[src/rtl/map_rect_writer.sv]
// Rectangle writer for the 160x120 4-bit background map: FILL writes every clipped pixel,
// RECOLOR does a read-compare-write per pixel through the map RAM's synchronous read port.
module map_rect_writer #(
  parameter int MAP_W  = 160,
  parameter int MAP_H  = 120,
  parameter int ADDR_W = 17
) (
  input  logic              clk_i,
  input  logic              reset_i,
  input  logic              cmd_valid_i,
  output logic              cmd_ready_o,
  input  logic [7:0]        cmd_x0_i,
  input  logic [6:0]        cmd_y0_i,
  input  logic [7:0]        cmd_w_i,
  input  logic [6:0]        cmd_h_i,
  input  logic [3:0]        cmd_color_i,
  input  logic              cmd_recolor_i,
  input  logic [3:0]        cmd_match_i,
  output logic [ADDR_W-1:0] rd_addr_o,
  input  logic [3:0]        rd_data_i,
  output logic              wr_en_o,
  output logic [ADDR_W-1:0] wr_addr_o,
  output logic [3:0]        wr_data_o,
  output logic              busy_o,
  output logic              done_o
);

  typedef enum logic [2:0] {S_IDLE, S_FILL, S_RD, S_CMP, S_DONE} state_t;

  localparam logic [8:0] MAP_W9 = 9'(MAP_W);
  localparam logic [8:0] MAP_H9 = 9'(MAP_H);

  state_t            state_q, state_d;
  logic [8:0]        x_q, x0_q, x_end_q, y_q, y_end_q;
  logic [ADDR_W-1:0] row_q;
  logic [3:0]        color_q, match_q;

  logic              accept, empty, x_last, last, step;
  logic [8:0]        x_sum, y_sum, x_clip, y_clip;
  logic [ADDR_W-1:0] row_init, addr;

  assign cmd_ready_o = (state_q == S_IDLE) && !reset_i;
  assign accept      = cmd_valid_i && cmd_ready_o;

  // Clip against the map edge once, at acceptance, in 9-bit arithmetic.
  assign x_sum  = {1'b0, cmd_x0_i} + {1'b0, cmd_w_i};
  assign y_sum  = {2'b0, cmd_y0_i} + {2'b0, cmd_h_i};
  assign x_clip = (x_sum > MAP_W9) ? MAP_W9 : x_sum;
  assign y_clip = (y_sum > MAP_H9) ? MAP_H9 : y_sum;
  assign empty  = ({1'b0, cmd_x0_i} >= MAP_W9) || ({2'b0, cmd_y0_i} >= MAP_H9) ||
                  (cmd_w_i == 8'd0) || (cmd_h_i == 7'd0);

  // y*160 as y*128 + y*32, so the start row needs no multiplier.
  assign row_init = ADDR_W'({cmd_y0_i, 7'b0}) + ADDR_W'({cmd_y0_i, 5'b0});
  assign addr     = row_q + ADDR_W'(x_q);
  assign x_last   = (x_q + 9'd1) == x_end_q;
  assign last     = x_last && ((y_q + 9'd1) == y_end_q);
  assign step     = (state_q == S_FILL) || (state_q == S_CMP);

  always_ff @(posedge clk_i) begin
    if (reset_i) state_q <= S_IDLE;
    else         state_q <= state_d;
  end

  always_comb begin
    state_d = state_q;
    case (state_q)
      S_IDLE: if (accept) state_d = empty ? S_DONE : (cmd_recolor_i ? S_RD : S_FILL);
      S_FILL: if (last) state_d = S_DONE;
      S_RD:   state_d = S_CMP;
      S_CMP:  state_d = last ? S_DONE : S_RD;
      S_DONE: state_d = S_IDLE;
      default: state_d = S_IDLE;
    endcase
  end

  always_comb begin
    rd_addr_o = '0;
    wr_en_o   = 1'b0;
    wr_addr_o = '0;
    wr_data_o = '0;
    case (state_q)
      S_FILL: begin
        wr_en_o   = 1'b1;
        wr_addr_o = addr;
        wr_data_o = color_q;
      end
      S_RD: rd_addr_o = addr;
      S_CMP: if (rd_data_i == match_q) begin
        wr_en_o   = 1'b1;
        wr_addr_o = addr;
        wr_data_o = color_q;
      end
      default: ;
    endcase
  end

  assign busy_o = (state_q != S_IDLE);
  assign done_o = (state_q == S_DONE);

  always_ff @(posedge clk_i) begin
    if (reset_i) begin
      x_q     <= '0;
      x0_q    <= '0;
      x_end_q <= '0;
      y_q     <= '0;
      y_end_q <= '0;
      row_q   <= '0;
      color_q <= '0;
      match_q <= '0;
    end else if (accept) begin
      x_q     <= {1'b0, cmd_x0_i};
      x0_q    <= {1'b0, cmd_x0_i};
      x_end_q <= x_clip;
      y_q     <= {2'b0, cmd_y0_i};
      y_end_q <= y_clip;
      row_q   <= row_init;
      color_q <= cmd_color_i;
      match_q <= cmd_match_i;
    end else if (step) begin
      if (x_last) begin
        x_q   <= x0_q;
        y_q   <= y_q + 9'd1;
        row_q <= row_q + ADDR_W'(MAP_W);
      end else begin
        x_q <= x_q + 9'd1;
      end
    end
  end

endmodule

[config.mk]
export PLATFORM = sky130hd
export DESIGN_NAME = map_rect_writer
export DESIGN_NICKNAME = d
export VERILOG_FILES = /design/src/rtl/map_rect_writer.sv
export SDC_FILE = /design/constraint.sdc
export NUM_CORES = 1
export LEC_CHECK = 0
export BUFFER_PORTS_ARGS = -buffer_cell sky130_fd_sc_hd__buf_2
export CAP_MARGIN = 10
export CORE_AREA = 2 2 126 79
export CTS_CLUSTER_SIZE = 30
export DETAILED_ROUTE_END_ITERATION = 10
export DIE_AREA = 0 0 128 81
export PLACE_DENSITY = 0.78
export SYNTH_ARGS = -nofsm -noshare
export SYNTH_HDL_FRONTEND = slang
export SYNTH_SLANG_ARGS = --single-unit
export TNS_END_PERCENT = 50
[constraint.sdc]
create_clock -name clk_i -period 4.15 [get_ports clk_i]
set_clock_uncertainty 0.15 [all_clocks]
set_input_delay 0.2075 -clock clk_i [delete_from_list [all_inputs] [get_ports clk_i]]
set_output_delay 0.2075 -clock clk_i [all_outputs]
set_load 0.005 [all_outputs]
==> results of run 1 <==
-- routing by layer --
| layer | vias to the layer above | share of wire (%) |
|---|---|---|
| li1 | 2449 | - |
| met3 | 25 | 11 |
| met4 | 0 | 1.4 |
| met1 | 2384 | 45 |
| met2 | 274 | 43 |
| met5 | - | 0 |
-- report_power, final --
group,switching [µW],total [µW],internal (µW)
sequential,89.6,790,700
combinational,342,585,243
clock,299,843,543
total,731,2220,1490
-- per-stage QoR --
stage	util, %	instance area (µm²)	cells	worst slack, ns
after CTS	62.4	5860	842	1.12
after detailed placement	57.5	5400	813	1.19
final	62.7	5890	843	1.09
after floorplan	-	4970	640	1.78
after global placement	57.5	5400	813	1.31
after global routing	62.7	5890	843	0.828
-- synthesized netlist by cell type, types with 3 or more instances --
master / count / area, µm²
dfxtp_1: 66 / 1320
nand3_2: 3 / 30.0
clkbuf_1: 21 / 78.8
and4_1: 5 / 43.8
or4_1: 3 / 22.5
nand3_1: 43 / 215
o22ai_1: 3 / 18.8
a22o_1: 6 / 52.6
a31oi_1: 7 / 43.8
xor2_1: 18 / 158
nor3b_1: 5 / 37.5
nor2b_1: 6 / 37.5
ha_1: 27 / 338
a22oi_1: 5 / 37.5
xnor2_1: 32 / 280
and2_1: 5 / 31.3
nand2b_1: 12 / 75.1
o211ai_1: 6 / 45.0
buf_2: 6 / 30.0
o21ai_0: 31 / 155
nor2_1: 63 / 236
nand2_1: 65 / 244
fa_1: 3 / 60.1
o21a_1: 3 / 22.5
nor3_1: 25 / 125
buf_1: 3 / 11.3
and3_1: 22 / 138
nor4_1: 9 / 56.3
mux2i_1: 11 / 110
inv_1: 28 / 105
a21oi_1: 23 / 115
a211oi_1: 6 / 45.0
a21o_1: 5 / 37.5
buf_6: 5 / 56.3
nand4_1: 9 / 56.3
or2_2: 3 / 18.8
a32oi_1: 3 / 26.3
o2111ai_1: 3 / 26.3
-- sequential cells by signal (all words and copies together), names as in the netlist --
signal	flops
y_q	9
row_q	12
match_q	4
x_end_q	9
state_q	3
x_q	9
color_q	4
y_end_q	8
x0_q	8
-- timing repair --
| action | 4_1_cts | 5_1_grt |
|---|---|---|
| hold endpoints to repair | 13 | 0 |
| hold buffers | 13 | 0 |
| gates resized for setup | 0 | 0 |
-- kinds of logic (layout without fill, tap and decap cells) --
logic type | count (synthesis) | count (layout)
adder cells (fa/ha/maj) | 30 | 30
flip-flops | 66 | 66
multiplexers | 13 | 13
AND/OR/NAND/NOR | 289 | 289
AO/OA/AOI/OAI | 124 | 124
buffers and inverters | 65 | 148
XOR/XNOR | 53 | 53
-- worst max-delay path by stage --
stage | startpoint | end | slack [ns]
6_report | cmd_x0_i[0] | x_end_q[4] | 1.09
5_1_grt | cmd_x0_i[0] | x_end_q[1] | 0.83
4_1_cts | x_q[5] | rd_addr_o[16] | 1.12
3_5_place_dp | x_q[0] | x_q[0] | 1.19
3_3_place_gp | x_q[0] | x_q[0] | 1.31
2_1_floorplan | x_q[1] | x_q[0] | 1.78
-- cell type report --
cell class	count	area, µm²
Sequential cell	66	1320
Fill cell	797	3500
Inverter	28	105
Multi-Input combinational cell	509	3370
Clock inverter	6	88.8
Clock buffer	10	239
Tap cell	120	150
Timing Repair Buffer	104	616
==> results.yml, run 1 <==
floorplanning:
  dieArea_um2: 10400
  initial_utilization_pct: 52.9
  core.rowCount: 28
  fp.coreArea_um2: 9390
  io_pins: 88
  die_x_um: 128
  die_h_um: 81
logic_synthesis:
  synth-adder-area-share_pct: 8.00
  yosys.area_share.simple_pct: 29.9
  ys_seq_area_share_pct: 26.6
  synth_seq_cells: 66
  ys_warn_count: 0
  synth.distinct_cells: 70
  ys_async_sr_fraction_pct: 0
  synthMuxAreaShare_pct: 2.67
  synth_enable_flop_cells: 0
  synth_compound_area_share_pct: 17.0
  synthCells: 640
  synth_area_um2: 4970
  synth-xor-area-share_pct: 9.92
  postSynthNetCount: 716
  syn_avg_cell_area_um2: 7.77
  synth_top_family_by_area: "simple AND/OR/NAND/NOR gates"
  synthFlopType: "dfxtp_1"
setup_path:
  crit_family: "compound AO/OA/AOI/OAI gates"
  worst-path-stages: 12
  r2r_start: "x_q[0]"
  r2r_setup_slack_ns: 1.15
  start_kind: "input pin"
  worst_setup_path_end_kind: "flop"
  slowest_delay_ns: 0.52
  cp_cell_sequence: "dlygate4sd3_1 > buf_2 > ha_1 > inv_1 > fa_1 > nor2b_1 > o21a_1 > o21ai_0 > a221oi_1 > a211oi_1 > a41oi_1 > o21ai_0"
  r2r_cells: 8
  crit_buf_inv: 3
  worst-path-max-fanout: 4
  cp_slowest_cell: "a221oi_1"
  required_ns: 4.21
  worstSetupPathType: "in -> reg"
  critPathMostFrequentCell: "o21ai_0"
  worstReg2RegEnd: "x_q[0]"
  arrival_ns: 3.12
routing:
  drt_first_pass_iters: 6
  drtIter0Drc: 623
  routedWlPerCell_um: 17.2
  remaining_drc_errors: 0
  routed_wl_um: 14500
  vias_per_cell: 6.09
  ant_nets: 0
  routed-via-count: 5132
finish:
  mostFrequentLayoutCells: "buf_2 (87), dfxtp_1 (66), nand2_1 (65)"
  fin_nets: 794
  drive_gt1_share_pct: 17.8
  area_growth_pct: 18.4
  antenna_cells: 0
  final_common_cell: "buf_2"
power_and_ir_drop:
  power.density_nw_per_um2: 377
  ir_drop_mv: 0.222
  p_leak_uw: 0.00262
  total_power_uw: 2220
run_status:
  status: "complete, no violations"
clocking:
  clk_pin_slew_ns: 0.06
  cts_buffers: 9
  cts_sinks: 66
  h-tree-depth: 3
  cts_buffer_depth: 2
  post-cts-setup-buffers: 0
  cts-root-buf: "clkbuf_16"
  clk_latency_ns: 0.34
  cts_tree: "yes"
global_route:
  track_usage_pct: 27.9
  grt.met1_usage_pct: 38.9
  groute.layer.met3.usage_pct: 6.65
  grt_overflow: 0
  use_met2_pct: 43.6
  grt_pass1_vias: 4562
  antenna_found_initial: 0
  top_usage_layer: "met2"
  grt_pass1_wl_um: 22800
  grt_max_degree: 45
timing:
  finalSetupViolCount: 0
  finalHoldViolCount: 0
  rsz0062_at_grt: "false"
  final_max_slew_viol_count: 0
  min_period_ns: 3.06
  period_share_pct: 73.7
  relSlewSlack_pct: 37.8
  tightest_slew_ns: 0.932
  max_freq_mhz: 327
  hold-worst-slack_ns: 0.00833
  tns_ns: 0
worst_hold_path:
  min_path_cells: 2
  hp-class: "in -> reg"
  min_to: "x0_q[5]"
  hold_start: "cmd_x0_i[5]"
job:
  cap_violations: 0
placement:
  routabilityCongestion: 0.936
  dpl.hpwl_um: 10300
  port_buffers: 87
No activity file was read; power rests on OpenSTA's default activity.
==> run 2, diff against run 1 <==
--- a/config.mk
+++ b/config.mk
@@ -5,13 +5,14 @@
 export SDC_FILE = /design/constraint.sdc
 export NUM_CORES = 1
 export LEC_CHECK = 0
+export ABC_AREA = 1
 export BUFFER_PORTS_ARGS = -buffer_cell sky130_fd_sc_hd__buf_2
 export CAP_MARGIN = 10
-export CORE_AREA = 2 2 126 79
+export CORE_AREA = 2 2 128 80
 export CTS_CLUSTER_SIZE = 30
 export DETAILED_ROUTE_END_ITERATION = 10
-export DIE_AREA = 0 0 128 81
-export PLACE_DENSITY = 0.78
+export DIE_AREA = 0 0 130 82
+export PLACE_DENSITY = 0.77
 export SYNTH_ARGS = -nofsm -noshare
 export SYNTH_HDL_FRONTEND = slang
 export SYNTH_SLANG_ARGS = --single-unit
==> constraint.sdc (replaced) <==
create_clock -name clk_i -period 3.18 [get_ports clk_i]
set_clock_uncertainty 0.15 [all_clocks]
set_input_delay 0.159 -clock clk_i [delete_from_list [all_inputs] [get_ports clk_i]]
set_output_delay 0.159 -clock clk_i [all_outputs]
set_load 0.005 [all_outputs]
==> run 2 against run 1 <==
First-iteration DRC count up 11%. Synthesized cell count up 30%. Power up 55%. Sequential power up 38%. Register-to-register slack worse by 0.66 ns. Flip-flop and latch count unchanged. Hold slack better by 0.028 ns. Cell count up 27%. Clock-buffer cell count down 1. Global-route usage up 0.56 points. Combinational power up 100%. Critical endpoint is now rd_addr_o[14]. Largest power group is now combinational logic.
==> results.yml, run 2 <==
logic_synthesis:
  synth.distinct_cells: 43
  synth_top_cells_by_area: "dfxtp_1 (26%), nand2_1 (16%), nor2_1 (8.1%)"
  syn_avg_cell_area_um2: 6.13
  synth_area_um2: 5110
  synth_common_cells: "nand2_1 (216), nor2_1 (110), inv_1 (108)"
  synthFlopType: "dfxtp_1"
  postSynthNetCount: 910
  ys_seq_area_share_pct: 25.9
  synth_top_area_share_pct: 25.9
  ys_warn_count: 0
  synth_seq_cells: 66
  synth_enable_flop_cells: 0
  synthCells: 834
  ys_async_sr_fraction_pct: 0
  synth.largest_area_cell: "dfxtp_1"
  yosys.cell_count.top_type: "nand2_1"
power_and_ir_drop:
  ir_drop_mv: 0.334
  p_leak_uw: 0.00305
  power.density_nw_per_um2: 559
routing:
  vias_per_cell: 5.25
  remaining_drc_errors: 0
  drt_first_pass_iters: 5
  routed_wl_um: 15100
  routed-via-count: 5619
  ant_nets: 0
  routedWlPerCell_um: 14.1
  drtIter0Drc: 689
setup_path:
  worstReg2RegEnd: "y_q[0]"
  cp_slowest_cell: "dfxtp_1"
  slowest_delay_ns: 0.52
  r2r_setup_slack_ns: 0.49
  worst-path-max-fanout: 7
  critPathMostFrequentCell: "nand2_1"
  crit_family: "simple AND/OR/NAND/NOR gates"
  cp_cell_sequence: "ha_1 > a21o_1 > nand2_1 > nand2_1 > nand2_1 > nand2_1 > nand2_1 > nor2_1 > nand2_1 > o21ai_0 > nand2_1 > nor2_1 > buf_2"
  r2r_cells: 13
  arrival_ns: 2.50
  crit_buf_inv: 1
  worst_setup_path_end_kind: "primary output"
  startpoint: "x_q[5]"
  required_ns: 2.87
  r2r_start: "x_q[0]"
  start_kind: "flop"
  worstSetupPathType: "reg -> out"
timing:
  hold-worst-slack_ns: 0.0359
  relSlewSlack_pct: 29.1
  max_freq_mhz: 357
  finalHoldViolCount: 0
  finalSetupViolCount: 0
  tns_ns: 0
  tightest_slew_ns: 1.06
  rsz0062_at_grt: "false"
  setup_slack_ns: 0.375
  period_share_pct: 88.2
  min_period_ns: 2.80
  final_max_slew_viol_count: 0
floorplanning:
  die_h_um: 82
  fp.coreArea_um2: 9560
  core.rowCount: 28
  die_x_um: 130
  io_pins: 88
  initial_utilization_pct: 53.4
  dieArea_um2: 10700
placement:
  routabilityCongestion: 1.02
  place_area_um2: 5640
  dp_slack_ns: 0.589
  dpl.hpwl_um: 11200
  port_buffers: 87
clocking:
  cts-root-buf: "clkbuf_16"
  post-cts-setup-buffers: 0
  cts_sinks: 66
  h-tree-depth: 3
  cts_tree: "yes"
  cts_resized: 0
  cts_buffers: 9
  clk_pin_slew_ns: 0.06
  clk_latency_ns: 0.34
  cts_buffer_depth: 2
finish:
  mostFrequentLayoutCells: "nand2_1 (216), nor2_1 (110), inv_1 (108)"
  fill_cells: 891
  antenna_cells: 0
  fin_util_pct: 64.3
  largest_reg_flops: 12
  regArea_um2: 1320
  drive_gt1_share_pct: 15.0
  final_common_cell: "nand2_1"
  multi_input_area_um2: 3270
  fin_nets: 1007
  fin_area_um2: 6150
  regMostFlops: "row_q"
  area_growth_pct: 20.3
global_route:
  grt_max_degree: 43
  antenna_found_initial: 0
  grt_overflow: 0
  track_usage_pct: 28.5
  grt_pass1_wl_um: 23300
  grt_pass1_vias: 4615
run_status:
  status: "complete, no violations"
worst_hold_path:
  min_path_cells: 2
  hold_start: "reset_i"
  min_to: "row_q[16]"
  hp-class: "in -> reg"
job:
  cap_violations: 0
[run 2: changes by cell type after synthesis, sizes merged, moves of 11 or more]
cell	before	now
nor3	27	7
nor2	63	126
mux2i	11	0
and3	24	0
inv	28	110
o21ai	32	69
nand2b	12	0
nand2	66	221
nand3	46	70
a21oi	23	46
xnor2	33	8
[run 2: final cells by class]
class | count | area share [%]
multi-input cells | 636 | 53.2
clock inverters | 7 | 1.89
inverters | 110 | 6.71
repair buffers | 108 | 10.3
well taps | 135 | 2.75
clock buffers | 9 | 3.66
flip-flops and latches | 66 | 21.5
[run 2: how the worst max path moves through the flow]
| stage | end | slack (ns) | cells past startpoint |
|---|---|---|---|
| finish | rd_addr_o[14] | 0.38 | 13 |
| global route | wr_addr_o[14] | 0.07 | 13 |
| CTS | rd_addr_o[16] | 0.39 | 12 |
| detailed placement | y_q[0] | 0.59 | 13 |
| global placement | row_q[12] | 0.73 | 16 |
| floorplan | row_q[13] | 1.06 | 15 |
[run 2: kinds of logic (layout without fill, tap and decap cells)]
| kind of cell | after synthesis | after routing | share of synthesized area, % |
|---|---|---|---|
| adder cells (fa/ha/maj) | 30 | 30 | 7.79 |
| flip-flops | 66 | 66 | 25.9 |
| buffers and inverters | 132 | 234 | 10.3 |
| AND/OR/NAND/NOR | 443 | 443 | 36.9 |
| AO/OA/AOI/OAI | 136 | 136 | 14.6 |
| XOR/XNOR | 27 | 27 | 4.63 |
[run 2: per-stage QoR]
stage | cells | power (µW)
6_report | 1071 | 3440
3_3_place_gp | 1038 | 2220
2_1_floorplan | 834 | 1920
5_1_grt | 1071 | 3630
3_5_place_dp | 1038 | 2220
4_1_cts | 1071 | 3400
[run 2: repair_timing]
action,4_1_cts,5_1_grt
hold endpoints to repair,17,0
setup endpoints to repair,0,0
hold buffers,17,0
[run 2: per-layer routing]
layer | part of all wire [%] | global-route usage (%) | vias up
met5 | 0 | 0 | -
met4 | 0.78 | 5.48 | 0
met3 | 10 | 8.08 | 16
met2 | 37 | 39.1 | 277
met1 | 52 | 43.6 | 2457
li1 | - | - | 2869
[run 2: worst reg2reg max path, stage by stage, from the launching register on]
cell,delay (ns)
dfxtp_1,0.47
ha_1,0.29
nand3_1,0.14
o21bai_1,0.22
nand2_1,0.10
nand2_1,0.09
inv_1,0.04
nor2_1,0.11
nand2_1,0.11
inv_1,0.06
nand2_1,0.26
nor2_1,0.34
o21ai_0,0.12
nor2_1,0.14
[run 2: report_power, final]
part / internal [µW] / switching [µW] / leakage (µW)
registers: 954 / 139 / 0.000542
logic: 419 / 769 / 0.00234
clock network: 765 / 390 / 0.000166
total: 2140 / 1300 / 0.00305
==> run 3, diff against run 2 <==
--- a/config.mk
+++ b/config.mk
@@ -13,6 +13,7 @@
 export DETAILED_ROUTE_END_ITERATION = 10
 export DIE_AREA = 0 0 130 82
 export PLACE_DENSITY = 0.77
+export RECOVER_POWER = 25
 export SYNTH_ARGS = -nofsm -noshare
 export SYNTH_HDL_FRONTEND = slang
 export SYNTH_SLANG_ARGS = --single-unit
==> run 3 against run 2 <==
Clock-buffer cell count unchanged. Non-clock buffer count unchanged. Fmax decreased by 0.65%. Die area unchanged. Hold slack got worse by 0.0051 ns. First-iteration DRC count decreased by 6.0%. Critical endpoint is now match_q[3]. Highest routed layer unchanged.
==> results.yml, run 3 (synthesized netlist as in run 2, its figures left out) <==
run_status:
  status: "complete, no violations"
routing:
  vias_per_cell: 5.23
  routed_wl_um: 15100
  remaining_drc_errors: 0
  drt_first_pass_iters: 5
  ant_nets: 0
  routedWlPerCell_um: 14.1
  drtIter0Drc: 648
  routed-via-count: 5598
setup_path:
  required_ns: 3.25
  r2r_setup_slack_ns: 0.36
  worst-path-max-fanout: 16
  start_kind: "flop"
  r2r_cells: 9
  worstSetupPathType: "reg -> reg"
  arrival_ns: 2.89
  worst_setup_path_end_kind: "flop"
  worstReg2RegEnd: "match_q[3]"
  r2r_start: "state_q[2]"
finish:
  final_common_cell: "nand2_1"
  antenna_cells: 0
  fill_cells: 900
  area_growth_pct: 19.9
  fin_util_pct: 64.0
  largest_reg_flops: 12
  regMostFlops: "row_q"
  drive_gt1_share_pct: 13.6
  mostFrequentLayoutCells: "nand2_1 (217), nor2_1 (111), inv_1 (108)"
  fin_nets: 1007
worst_hold_path:
  min_to: "row_q[16]"
  hp-class: "in -> reg"
  hold_start: "reset_i"
  min_path_cells: 2
clocking:
  cts_tree: "yes"
  cts_buffer_depth: 2
  cts_sinks: 66
  clk_latency_ns: 0.34
  cts_resized: 0
  clk_pin_slew_ns: 0.06
  cts_buffers: 9
  h-tree-depth: 3
  cts-root-buf: "clkbuf_16"
  post-cts-setup-buffers: 0
  postCtsHoldBufs: 17
timing:
  relSlewSlack_pct: 29.2
  finalSetupViolCount: 0
  period_share_pct: 88.8
  rsz0062_at_grt: "false"
  tns_ns: 0
  finalHoldViolCount: 0
  max_freq_mhz: 354
  min_period_ns: 2.82
  final_max_slew_viol_count: 0
  tightest_slew_ns: 1.06
placement:
  port_buffers: 87
  routabilityCongestion: 1.02
  dpl.hpwl_um: 11200
power_and_ir_drop:
  p_leak_uw: 0.00300
  power.density_nw_per_um2: 560
  ir_drop_mv: 0.334
floorplanning:
  io_pins: 88
  dieArea_um2: 10700
  fp.coreArea_um2: 9560
  die_h_um: 82
  core.rowCount: 28
  initial_utilization_pct: 53.4
  die_x_um: 130
job:
  cap_violations: 0
global_route:
  grt_pass1_vias: 4615
  track_usage_pct: 28.5
  grt_pass1_wl_um: 23300
  grt_max_degree: 43
  antenna_found_initial: 0
  grt_overflow: 0
## run 3: changes by cell type in the layout (fill, tap and decap cells not counted)
| cell | change |
|---|---|
| buf_2 | -11 |
| buf_4 | -1 |
| clkbuf_1 | +10 |
| clkbuf_2 | +2 |
| nand2_1 | +1 |
| nand2_2 | -1 |
| nand3_1 | +1 |
| nand3_2 | -1 |
| nor2_1 | +1 |
| nor2_2 | -1 |
## run 3: through the flow
step                      power, µW  worst slack [ns]  hold WS [ns]  cells  cell area [µm²]
final                          3430             0.357        0.0307   1071             6120
after floorplan                1920              1.06         0.122    834             5110
after global placement         2220             0.727         0.216   1038             5640
after CTS                      3400             0.392        0.0244   1071             6150
after global routing           3620            0.0657        0.0509   1071             6120
after detailed placement       2220             0.589         0.216   1038             5640
## run 3: how the worst max path moves through the flow
stage,cells past startpoint,to,startpoint
global route,13,wr_addr_o[14],x_q[5]
CTS,12,rd_addr_o[16],x_q[5]
detailed placement,13,y_q[0],x_q[0]
global placement,16,row_q[12],x_q[0]
floorplan,15,row_q[13],x_q[0]
finish,9,match_q[3],state_q[2]
## run 3: routing by layer
metal  wire length, µm  up-vias  share of wire [%]  GRT usage (%)
met3              1600       20                 11           8.08
li1                  -     2864                  -              -
met2              5560      283                 37           39.1
met4               183        0                1.2           5.48
met1              7740     2431                 51           43.6
met5                 0        -                  0              0
## run 3: cell type report
type                       instances  area (µm²)  share of cell area (%)
timing repair buffer             108         621                    10.1
inverter                         110         413                    6.74
sequential                        66        1320                    21.6
tap                              135         169                    2.76
clock buffer                       9         225                    3.68
clock inverter                     7         116                    1.90
multi-input combinational        636        3260                    53.2
## run 3: critical path, cell delays in order (launching register included)
cell	delay (ns)
dfxtp_1	0.32
inv_1	0.13
nand3_1	0.18
nor2_1	0.24
nand2_1	0.15
inv_1	0.43
nor2_1	0.11
buf_4	0.23
a32o_1	0.21
dlygate4sd3_1	0.54
## run 3: report_power, final
group / internal (µW) / switching, µW / leakage (µW)
clock: 765 / 392 / 0.000166
combinational: 415 / 767 / 0.00229
sequential: 954 / 139 / 0.000542
total: 2140 / 1300 / 0.00300
